File: src/rtl/seq_stage_sequencer_if.sv
// rtl/seq_stage_sequencer_if.sv - handshake and stage-enable bundle of the SEQ sequencer
interface seq_stage_sequencer_if #(
  parameter int CNT_W = 32
);
  logic             start;
  logic [3:0]       icode;
  logic             instr_valid;
  logic             imem_error;
  logic             mem_ready;
  logic             dmem_error;
  logic             fetch_en;
  logic             decode_en;
  logic             execute_en;
  logic             cc_en;
  logic             memory_en;
  logic             mem_req;
  logic             writeback_en;
  logic             pcupdate_en;
  logic             busy;
  logic [2:0]       stat;
  logic [CNT_W-1:0] instr_count;

  modport master (
    output start, icode, instr_valid, imem_error, mem_ready, dmem_error,
    input  fetch_en, decode_en, execute_en, cc_en, memory_en, mem_req,
           writeback_en, pcupdate_en, busy, stat, instr_count
  );

  modport slave (
    input  start, icode, instr_valid, imem_error, mem_ready, dmem_error,
    output fetch_en, decode_en, execute_en, cc_en, memory_en, mem_req,
           writeback_en, pcupdate_en, busy, stat, instr_count
  );
endinterface

File: src/rtl/seq_stage_sequencer.sv
// rtl/seq_stage_sequencer.sv - Y86-64 SEQ stage-enable FSM with data-memory stall and status
// Optional SEQ_SKIP_IDLE_STAGES_EN: bypass stages an instruction does not use.
module seq_stage_sequencer #(
  parameter int MEM_TIMEOUT = 15,
  parameter int CNT_W       = 32
) (
  input logic             clk,
  input logic             reset,
  seq_stage_sequencer_if.slave bus
);

`ifdef SEQ_SKIP_IDLE_STAGES_EN
  localparam bit SKIP = 1'b1;
`else
  localparam bit SKIP = 1'b0;
`endif

  localparam logic [2:0] STAT_AOK = 3'd1;
  localparam logic [2:0] STAT_HLT = 3'd2;
  localparam logic [2:0] STAT_ADR = 3'd3;
  localparam logic [2:0] STAT_INS = 3'd4;
  localparam logic [7:0] TMO_LAST = 8'(MEM_TIMEOUT - 1);

  typedef enum logic [2:0] {
    S_IDLE, S_FETCH, S_DECODE, S_EXECUTE, S_MEMORY, S_WRITEBACK, S_PCUPDATE, S_HALTED
  } state_t;

  state_t           state;
  logic [3:0]       icode_q;
  logic [7:0]       tmo_cnt;
  logic [2:0]       stat_q;
  logic [CNT_W-1:0] count_q;

  function automatic logic is_mem(input logic [3:0] code);
    return code inside {4'h4, 4'h5, 4'h8, 4'h9, 4'hA, 4'hB};
  endfunction

  // rmmovq and jXX have nothing to write back to the register file
  function automatic logic wb_skipped(input logic [3:0] code);
    return SKIP && (code == 4'h4 || code == 4'h7);
  endfunction

  always_ff @(posedge clk) begin
    if (reset) begin
      state   <= S_IDLE;
      icode_q <= 4'h0;
      tmo_cnt <= 8'd0;
      stat_q  <= STAT_AOK;
      count_q <= '0;
    end else begin
      case (state)
        S_IDLE: if (bus.start) state <= S_FETCH;
        S_FETCH: begin
          icode_q <= bus.icode;
          if (bus.imem_error) begin
            stat_q <= STAT_ADR;
            state  <= S_HALTED;
          end else if (!bus.instr_valid) begin
            stat_q <= STAT_INS;
            state  <= S_HALTED;
          end else if (bus.icode == 4'h0) begin
            stat_q <= STAT_HLT;
            state  <= S_HALTED;
          end else if (SKIP && bus.icode == 4'h1) begin
            state <= S_PCUPDATE;
          end else begin
            state <= S_DECODE;
          end
        end
        S_DECODE: state <= S_EXECUTE;
        S_EXECUTE: begin
          tmo_cnt <= 8'd0;
          if (!SKIP || is_mem(icode_q))  state <= S_MEMORY;
          else if (wb_skipped(icode_q))  state <= S_PCUPDATE;
          else                           state <= S_WRITEBACK;
        end
        S_MEMORY: begin
          if (!is_mem(icode_q)) begin
            state <= S_WRITEBACK;
          end else if (bus.mem_ready) begin
            if (bus.dmem_error) begin
              stat_q <= STAT_ADR;
              state  <= S_HALTED;
            end else begin
              state <= wb_skipped(icode_q) ? S_PCUPDATE : S_WRITEBACK;
            end
          end else if (tmo_cnt == TMO_LAST) begin
            stat_q <= STAT_ADR;
            state  <= S_HALTED;
          end else begin
            tmo_cnt <= tmo_cnt + 8'd1;
          end
        end
        S_WRITEBACK: state <= S_PCUPDATE;
        S_PCUPDATE: begin
          if (count_q != '1) count_q <= count_q + CNT_W'(1);
          state <= S_FETCH;
        end
        S_HALTED: state <= S_HALTED;
        default:  state <= S_IDLE;
      endcase
    end
  end

  assign bus.fetch_en     = (state == S_FETCH);
  assign bus.decode_en    = (state == S_DECODE);
  assign bus.execute_en   = (state == S_EXECUTE);
  assign bus.cc_en        = (state == S_EXECUTE) && (icode_q == 4'h6);
  assign bus.memory_en    = (state == S_MEMORY);
  assign bus.mem_req      = (state == S_MEMORY) && is_mem(icode_q);
  assign bus.writeback_en = (state == S_WRITEBACK);
  assign bus.pcupdate_en  = (state == S_PCUPDATE);
  assign bus.busy         = (state != S_IDLE) && (state != S_HALTED);
  assign bus.stat         = stat_q;
  assign bus.instr_count  = count_q;

endmodule

File: src/flat_wrapper.sv
// flat-port wrapper written by rule: the top's interface ports become plain ports
module seq_stage_sequencer_flat 
#(
  parameter int MEM_TIMEOUT = 15,
  parameter int CNT_W       = 32
)
  (clk, reset, bus_start, bus_icode, bus_instr_valid, bus_imem_error, bus_mem_ready, bus_dmem_error, bus_fetch_en, bus_decode_en, bus_execute_en, bus_cc_en, bus_memory_en, bus_mem_req, bus_writeback_en, bus_pcupdate_en, bus_busy, bus_stat, bus_instr_count);
  seq_stage_sequencer_if #(.CNT_W(CNT_W)) bus_i ();
  input logic clk;
  input logic reset;
  input wire logic [$bits(bus_i.start)-1:0] bus_start;
  input wire logic [$bits(bus_i.icode)-1:0] bus_icode;
  input wire logic [$bits(bus_i.instr_valid)-1:0] bus_instr_valid;
  input wire logic [$bits(bus_i.imem_error)-1:0] bus_imem_error;
  input wire logic [$bits(bus_i.mem_ready)-1:0] bus_mem_ready;
  input wire logic [$bits(bus_i.dmem_error)-1:0] bus_dmem_error;
  output wire logic [$bits(bus_i.fetch_en)-1:0] bus_fetch_en;
  output wire logic [$bits(bus_i.decode_en)-1:0] bus_decode_en;
  output wire logic [$bits(bus_i.execute_en)-1:0] bus_execute_en;
  output wire logic [$bits(bus_i.cc_en)-1:0] bus_cc_en;
  output wire logic [$bits(bus_i.memory_en)-1:0] bus_memory_en;
  output wire logic [$bits(bus_i.mem_req)-1:0] bus_mem_req;
  output wire logic [$bits(bus_i.writeback_en)-1:0] bus_writeback_en;
  output wire logic [$bits(bus_i.pcupdate_en)-1:0] bus_pcupdate_en;
  output wire logic [$bits(bus_i.busy)-1:0] bus_busy;
  output wire logic [$bits(bus_i.stat)-1:0] bus_stat;
  output wire logic [$bits(bus_i.instr_count)-1:0] bus_instr_count;
  assign bus_i.start = bus_start;
  assign bus_i.icode = bus_icode;
  assign bus_i.instr_valid = bus_instr_valid;
  assign bus_i.imem_error = bus_imem_error;
  assign bus_i.mem_ready = bus_mem_ready;
  assign bus_i.dmem_error = bus_dmem_error;
  assign bus_fetch_en = bus_i.fetch_en;
  assign bus_decode_en = bus_i.decode_en;
  assign bus_execute_en = bus_i.execute_en;
  assign bus_cc_en = bus_i.cc_en;
  assign bus_memory_en = bus_i.memory_en;
  assign bus_mem_req = bus_i.mem_req;
  assign bus_writeback_en = bus_i.writeback_en;
  assign bus_pcupdate_en = bus_i.pcupdate_en;
  assign bus_busy = bus_i.busy;
  assign bus_stat = bus_i.stat;
  assign bus_instr_count = bus_i.instr_count;
  seq_stage_sequencer #(.MEM_TIMEOUT(MEM_TIMEOUT), .CNT_W(CNT_W)) u_core (.clk(clk), .reset(reset), .bus(bus_i));
endmodule
File: config.mk
export PLATFORM = sky130hd
export DESIGN_NAME = seq_stage_sequencer_flat
export DESIGN_NICKNAME = d
export VERILOG_FILES = /design/src/rtl/seq_stage_sequencer_if.sv /design/src/rtl/seq_stage_sequencer.sv /design/src/flat_wrapper.sv
export SDC_FILE = /design/constraint.sdc
export NUM_CORES = 1
export LEC_CHECK = 0
export ABC_AREA = 1
export CORE_MARGIN = 5
export CORE_UTILIZATION = 56
export CTS_CLUSTER_SIZE = 30
export DETAILED_ROUTE_END_ITERATION = 12
export HOLD_SLACK_MARGIN = 0.12
export PLACE_DENSITY = 0.84
export SYNTH_ARGS = -nofsm -noshare
export SYNTH_HDL_FRONTEND = slang
export SYNTH_SLANG_ARGS = --single-unit
export TNS_END_PERCENT = 5
File: constraint.sdc
create_clock -name clk -period 3.7 [get_ports clk]
set_input_delay 0.74 -clock clk [delete_from_list [all_inputs] [get_ports clk]]
set_output_delay 0.74 -clock clk [all_outputs]
set_load 0.005 [all_outputs]
# Word-level counts from Yosys, hierarchy flattened
# Cells that the tools add are included.
# W data, S select, Z words.
# word_totals
reg_bits,50
in_bits,11
out_inout_bits,44
elab_cells,66
# classes
addsub,2
eq_ne,25
mux,21
reduce_logical,13
# op_table
cell,count
$mux W3,14
$add A32 B1 Y32 const B,1
$ne A32 B32 Y1 const B,1
$mux W8,3
$pmux W3 S8,1
$eq A4 B4 Y1 const B,4
$pmux W8 S2,1
$eq A3 B3 Y1 const B,4
$eq A4 B3 Y1 const B,3
$add A8 B1 Y8 const B,1
$eq A8 B4 Y1 const B,1
$eq A3 B2 Y1 const B,2
$ne A2 B2 Y1 const B,3
$ne A3 B3 Y1 const B,2
$pmux W3 S2,1
$reduce_bool A6 Y1,1
$reduce_and A5 Y1,1
$logic_not A4 Y1,1
$ne A4 B3 Y1 const B,1
$ne A4 B4 Y1 const B,1
$reduce_and A2 Y1,2
$reduce_and A4 Y1,1
$reduce_bool A2 Y1,2
$eq A3 B1 Y1 const B,1
other kinds (6),8

# Depth between registers and ports, before layout
# Gate-level depths: netlist (run 1).
# logic_depth
word_depth,5
mapped_depth,12
ltp_nobuf,11

# Worst setup path after synthesis (run 1)
# No wires, ideal clock.
# synth_path
path_type,register to output
startpoint,register u_core.state[1]
endpoint,output bus_mem_req
arrival_ns,1.049
t_required_ns,2.960
slack_ns,1.911
path_stages_with_launch,7
path_cell_list,dfxtp_1 inv_1 nand2_1 nor2_2 inv_1 buf_2 nor2_1
# synth_via
elab_chain_len,2
# synth_rtl
element,line,source
from (decl),seq_stage_sequencer.sv:28,state_t state;
from (signal assigned),seq_stage_sequencer.sv:85,state <= wb_skipped(icode_q) ? S_PCUPDATE : S_WRITEBACK;
$eq A3 B3 Y1,n/a,
net bus_memory_en,flat_wrapper.sv:21,output wire logic [$bits(bus_i.memory_en)-1:0] bus_memory_en;
$logic_and A1 B1 Y1,seq_stage_sequencer.sv:110,assign bus.mem_req = (state == S_MEMORY) && is_mem(icode_q);
to (decl),flat_wrapper.sv:22,output wire logic [$bits(bus_i.mem_req)-1:0] bus_mem_req;
# The timed path passes the listed nets, and every way through them passes these cells.

# Worst setup path after layout (run 1)
# layout_path
startpoint,register u_core.state[2]
endpoint,output bus_mem_req
# layout_via
elab_chain_len,2
# layout_rtl
element,line
$eq A3 B3 Y1,seq_stage_sequencer.sv:110
$logic_and A1 B1 Y1,seq_stage_sequencer.sv:110
# Every way passes these cells.

==> metrics.txt, run 1 <==
Crit path required time 2960 ps; clock sinks 50; Synth area leader dfxtp_1; Die Span X 85.5 um; first-pass GRT wire length 13500 um; Hold Slack 468 ps; Slew Limit Headroom 0.666; Synth Flop Type dfxtp_1; sequential share of the synthesized area 0.313; Cells after Synth 507; PortBufs 54; # Post-CTS Setup Buffers 0; largest net degree at the start of global routing 38; Layout fillers 516; routed vias/inst 5.19; Final Slew Violations 0; Post-CTS Hold Buffers 0; total wire length 7840 um; power consumption 1.19 mW; IO Pins 55; dpl cell area 3740 um^2; routed wire length per instance 12.5 um; Final Hold Vio Count 0; Syn Area/Cell 6.30 um^2; PostCTS Resize Cnt 0; Max Freq 368 MHz; # diodes 0; Initial Util 0.576; Finished Layout Cells 627; Setup CP Type reg -> out; final worst path period share 0.735; async set-reset flop share out of synthesis 0; synth top area cells dfxtp_1 31%, nand2_1 21%, nor2_1 10%; Max FO, Critical Path 11; finished layout cell area 3820 um^2; Inst Count DP 620; vias in the first global route 2901; pre-CTS WS 1340 ps; Final Util 0.690; die height 85.5 um; Netlist Area Pre-Place 3190 um^2; Final WS setup 981 ps; post-layout min period 2720 ps; clk_skew 13.6 ps; post-synth top area share 0.313; Hold WC Path Type reg -> reg; Leak 1.41 nW; via count 3254; grt ovf 0; Area growth, synth to finish 19.8%; Routed Antenna Nets 0; CP Capture Type primary output; gpl congestion 0.948; Detail Placement HPWL 5970 um; synth warn 0; Clock Path Buffers 2; Clock Pin Slew Worst Setup and Hold Paths 100 ps; # nets final 569; status finished clean; initial antenna violation count 0; measured slew at the worst slew-check pin 497 ps; First-pass DRT Iterations 5; total CTS buffers 5; Finish-stage setup viols 0; Post-Syn Nets 521; Seq cells post-synth 50; die area 7310 um^2; VDD IR max 0.251 mV; Max-Cap Viols 0; DRC viols 0; layout cells sized above 1 0.0775; H-tree depth 2; CP arrival 1980 ps; clock root buffer clkbuf_8; core area 5540 um^2; RSZ-0062 raised after global routing no; most common cell after layout, fill and taps aside nand2_1; most frequent cells in the layout 176 x nand2_1, 85 x nor2_1, 54 x clkdlybuf4s50_1; Total GRT Usage 0.221; TritonCTS clock tree built; std cell rows 27; CP Launch Type flip-flop; Sum Neg Setup Slack 0 ps; Skew-Pair Late Insertion Delay 310 ps; Post-synth EDFFs 0; Yosys cell types 32; PwrDens 311 nW/um^2; iteration-0 DRC count of the detailed router 301
[cell usage after synthesis, types with 5 or more instances]
library cell / n
nand3b_1: 10
nand3_1: 23
clkbuf_1: 7
inv_1: 40
dfxtp_1: 50
o21ai_0: 11
xnor2_1: 6
nor2_4: 5
nand2_2: 7
nand2_1: 176
nor2_1: 85
xor2_1: 10
a21oi_2: 10
a21oi_1: 27
nand4_1: 5
[final cells by class]
type | instances | area [um^2] | area share
Clock inverter | 2 | 13.8 | 0.00360
Clock buffer | 5 | 68.8 | 0.0180
Sequential cell | 50 | 1000 | 0.262
Multi-Input combinational cell | 401 | 1950 | 0.509
Inverter | 42 | 158 | 0.0412
Tap cell | 72 | 90.1 | 0.0236
Timing Repair Buffer | 55 | 548 | 0.143
[registers in the layout, indices dropped and copies added, names as in the netlist]
| register | flops |
|---|---|
| u_core.state | 3 |
| u_core.bus.stat | 3 |
| u_core.tmo_cnt | 8 |
| u_core.icode_q | 4 |
| u_core.bus.instr_count | 32 |
[worst max-delay path, stage by stage (launching register included)]
cell,delay (ps)
dfxtp_1,400
nand2_1,130
nor2_2,200
inv_1,220
nor2_1,200
clkdlybuf4s50_1,530
[power by group]
group          internal [mW]  switching [mW]  total [mW]
Combinational          0.114           0.156       0.270
Sequential             0.572          0.0289       0.601
Clock                  0.131           0.187       0.318
Total                  0.817           0.372        1.19
[cell families (layout without fill, tap and decap cells)]
kind of cell / count (synthesis) / count (layout) / share of synthesized area
AOI/OAI and AO/OA: 55 / 55 / 0.105
xor gates and xnor gates: 16 / 16 / 0.0439
adders and majority gates: 3 / 3 / 0.0118
buffers and inverters: 56 / 104 / 0.0772
DFF: 50 / 50 / 0.313
and+or+nand+nor: 327 / 327 / 0.449
[final timing paths]
path | endpoint | cells past startpoint | slack [ps] | start
worst max-delay path | bus_mem_req | 5 | 980 | u_core.state[2]$_SDFFE_PP0P_
worst min-delay path | u_core.icode_q[0]$_SDFFE_PP0P_ | 2 | 470 | u_core.icode_q[0]$_SDFFE_PP0P_
worst max register to register | u_core.bus.instr_count[15]$_SDFFE_PP0P_ | 10 | 1560 | u_core.bus.instr_count[1]$_SDFFE_PP0P_
worst min register to register | u_core.icode_q[0]$_SDFFE_PP0P_ | 2 | 470 | u_core.icode_q[0]$_SDFFE_PP0P_
[routing by layer]
metal,share of wire,GRT usage,vias up
met5,0,0,-
met2,0.47,0.359,86
met3,0.058,0.0394,6
met4,0.0062,0.0360,0
met1,0.47,0.310,1479
li1,-,-,1683
(Power assumes the default switching activity.)
==> run 2: changes to the inputs <==
- CORE_UTILIZATION: 56 -> 53
- PLACE_DENSITY: 0.84 -> 0.8
- clock period: 3.7 -> 2.6 ns (I/O delays scaled with it)
==> run 2 against run 1 <==
Net effect:
- via count decreased by 0.92%
- non-clock buffer count grew 3
- critical path depth stayed put
- first-iteration DRC count is 52% lower
- sequential power increased by 43%
- final cell count increased by 0.96%
- total power up 42%
- register-to-register slack got worse by 950 ps
==> metrics.txt, run 2 (synthesized netlist as in run 1, its figures left out) <==
std cell rows 28 (+3.7%); Final WS setup 173 ps (-808 ps); First-pass DRT Iterations 4 (-1); Max-Cap Viols 0 (unchanged); RSZ-0062 raised after global routing no; via count 3224 (-0.92%); # nets final 572 (+0.53%); status finished clean; Die Span X 87.6 um (+2.5%); routed vias/inst 5.09 (-1.9%); Max FO, Critical Path 11 (unchanged); CP max stage delay 520 ps (about the same); Inst Count DP 626 (+0.97%); vias in the first global route 3047 (+5.0%); clock sinks 50 (unchanged); # diodes 0 (unchanged); Final Util 0.655 (-0.0358); max reg flops 32 (unchanged); total wire length 7910 um (+0.83%); Routed Antenna Nets 0 (unchanged); CP Capture Type primary output; initial antenna violation count 0 (unchanged); CP max stage cell clkdlybuf4s50_1; die height 87.6 um (+2.5%); Slew Limit Headroom 0.663 (-0.00353); Clock Path Buffers 2 (unchanged); clk_skew 6.77 ps (-6.81 ps); CP Cell Sequence nand2_1 > nor2_2 > inv_2 > nor2_1 > clkdlybuf4s50_1; Finished Layout Cells 633 (+0.96%); layout cells sized above 1 0.0842 (+0.00675); iteration-0 DRC count of the detailed router 145 (-52%); DRC viols 0 (unchanged); Initial Util 0.543 (-0.0338); power consumption 1.69 mW (+42%); Hold WC Path Type reg -> reg; dpl cell area 3770 um^2 (+0.70%); CP arrival 1910 ps (-70 ps); Detail Placement HPWL 6070 um (+1.7%); Clock Pin Slew Worst Setup and Hold Paths 90 ps (about the same); Leak 1.42 nW (+0.38%); most common cell after layout, fill and taps aside nand2_1; Max Freq 412 MHz; pre-CTS WS 459 ps (-879 ps); PortBufs 54 (unchanged); clock root buffer clkbuf_8; Skew-Pair Late Insertion Delay 300 ps (about the same); Post-CTS Hold Buffers 0 (unchanged); Layout fillers 570 (+10%); PwrDens 439 nW/um^2 (+41%); Total GRT Usage 0.215 (-0.00591); Finish-stage setup viols 0 (unchanged); die area 7680 um^2 (+5.0%); TritonCTS clock tree built; gpl congestion 0.976 (+3.0%); most frequent cells in the layout 176 x nand2_1, 85 x nor2_1, 54 x clkdlybuf4s50_1; Final Hold Vio Count 0 (unchanged); Setup CP Type reg -> out; H-tree depth 2 (unchanged); Crit path required time 2080 ps (-880 ps); measured slew at the worst slew-check pin 503 ps (+5.27 ps); finished layout cell area 3850 um^2 (+0.72%); Area growth, synth to finish 20.7%; total CTS buffers 5 (unchanged); grt ovf 0 (unchanged); largest net degree at the start of global routing 27 (-29%); core area 5890 um^2 (+6.2%); CP Launch Type flip-flop; final worst path period share 0.934; IO Pins 55 (unchanged); routed wire length per instance 12.5 um (-0.13%); post-layout min period 2430 ps; first-pass GRT wire length 13400 um (-0.61%); Final Slew Violations 0 (unchanged); VDD IR max 0.284 mV (+13%); Sum Neg Setup Slack 0 ps (unchanged); Hold Slack 476 ps (+7.71 ps)
[run 2: cell count changes in the layout (fill, tap and decap cells not counted), sizes merged]
cell,before,now
clkinvlp,0,2
inv,43,42
clkinv,1,0
buf,1,4
[run 2: what timing repair did]
item | in CTS | in global routing
setup buffers | 0 | 0
resized for setup | 0 | 1
endpoints found under the setup margin | 0 | 1
[run 2: where the power goes]
group / switching, mW / total [mW] / leakage [nW] / internal (mW)
combinational: 0.223 / 0.394 / 0.978 / 0.171
sequential: 0.0442 / 0.858 / 0.405 / 0.814
clock: 0.256 / 0.440 / 0.0362 / 0.184
total: 0.523 / 1.69 / 1.42 / 1.17
[run 2: routing by layer]
layer,vias to the layer above,part of all wire,track usage
li1,1684,-,-
met1,1456,0.46,0.266
met2,71,0.47,0.375
met3,13,0.045,0.0301
met4,0,0.023,0.0823
met5,-,0,0
[run 2: final timing paths]
kind,start,endpoint,slack (ps),depth (start not counted)
worst min register to register,u_core.icode_q[0]$_SDFFE_PP0P_,u_core.icode_q[0]$_SDFFE_PP0P_,480,2
worst max register to register,u_core.bus.instr_count[1]$_SDFFE_PP0P_,u_core.bus.instr_count[15]$_SDFFE_PP0P_,610,10
worst min-delay path,u_core.icode_q[0]$_SDFFE_PP0P_,u_core.icode_q[0]$_SDFFE_PP0P_,480,2
worst max-delay path,u_core.state[2]$_SDFFE_PP0P_,bus_mem_req,170,5
[run 2: worst max-delay path, delay by kind of cell, from the launching register on]
| family | cells | cell delay [ps] |
|---|---|---|
| simple gates | 3 | 520 |
| flops | 1 | 410 |
| buf+inv | 2 | 670 |
[run 2: area by class of cell]
class	instances	area, um^2	share of cell area
repair buffers	58	571	0.148
inverters	42	158	0.0409
clock inverters	2	15.0	0.00390
multi-input cells	401	1950	0.505
flip-flops and latches	50	1000	0.260
clock buffers	5	68.8	0.0179
well taps	75	93.8	0.0244
==> run 3: changes to the inputs <==
- CTS_CLUSTER_DIAMETER: not set -> 200
==> results of run 3 <==
Same layout as run 2: the final DEF is identical, and so are final timing and power.
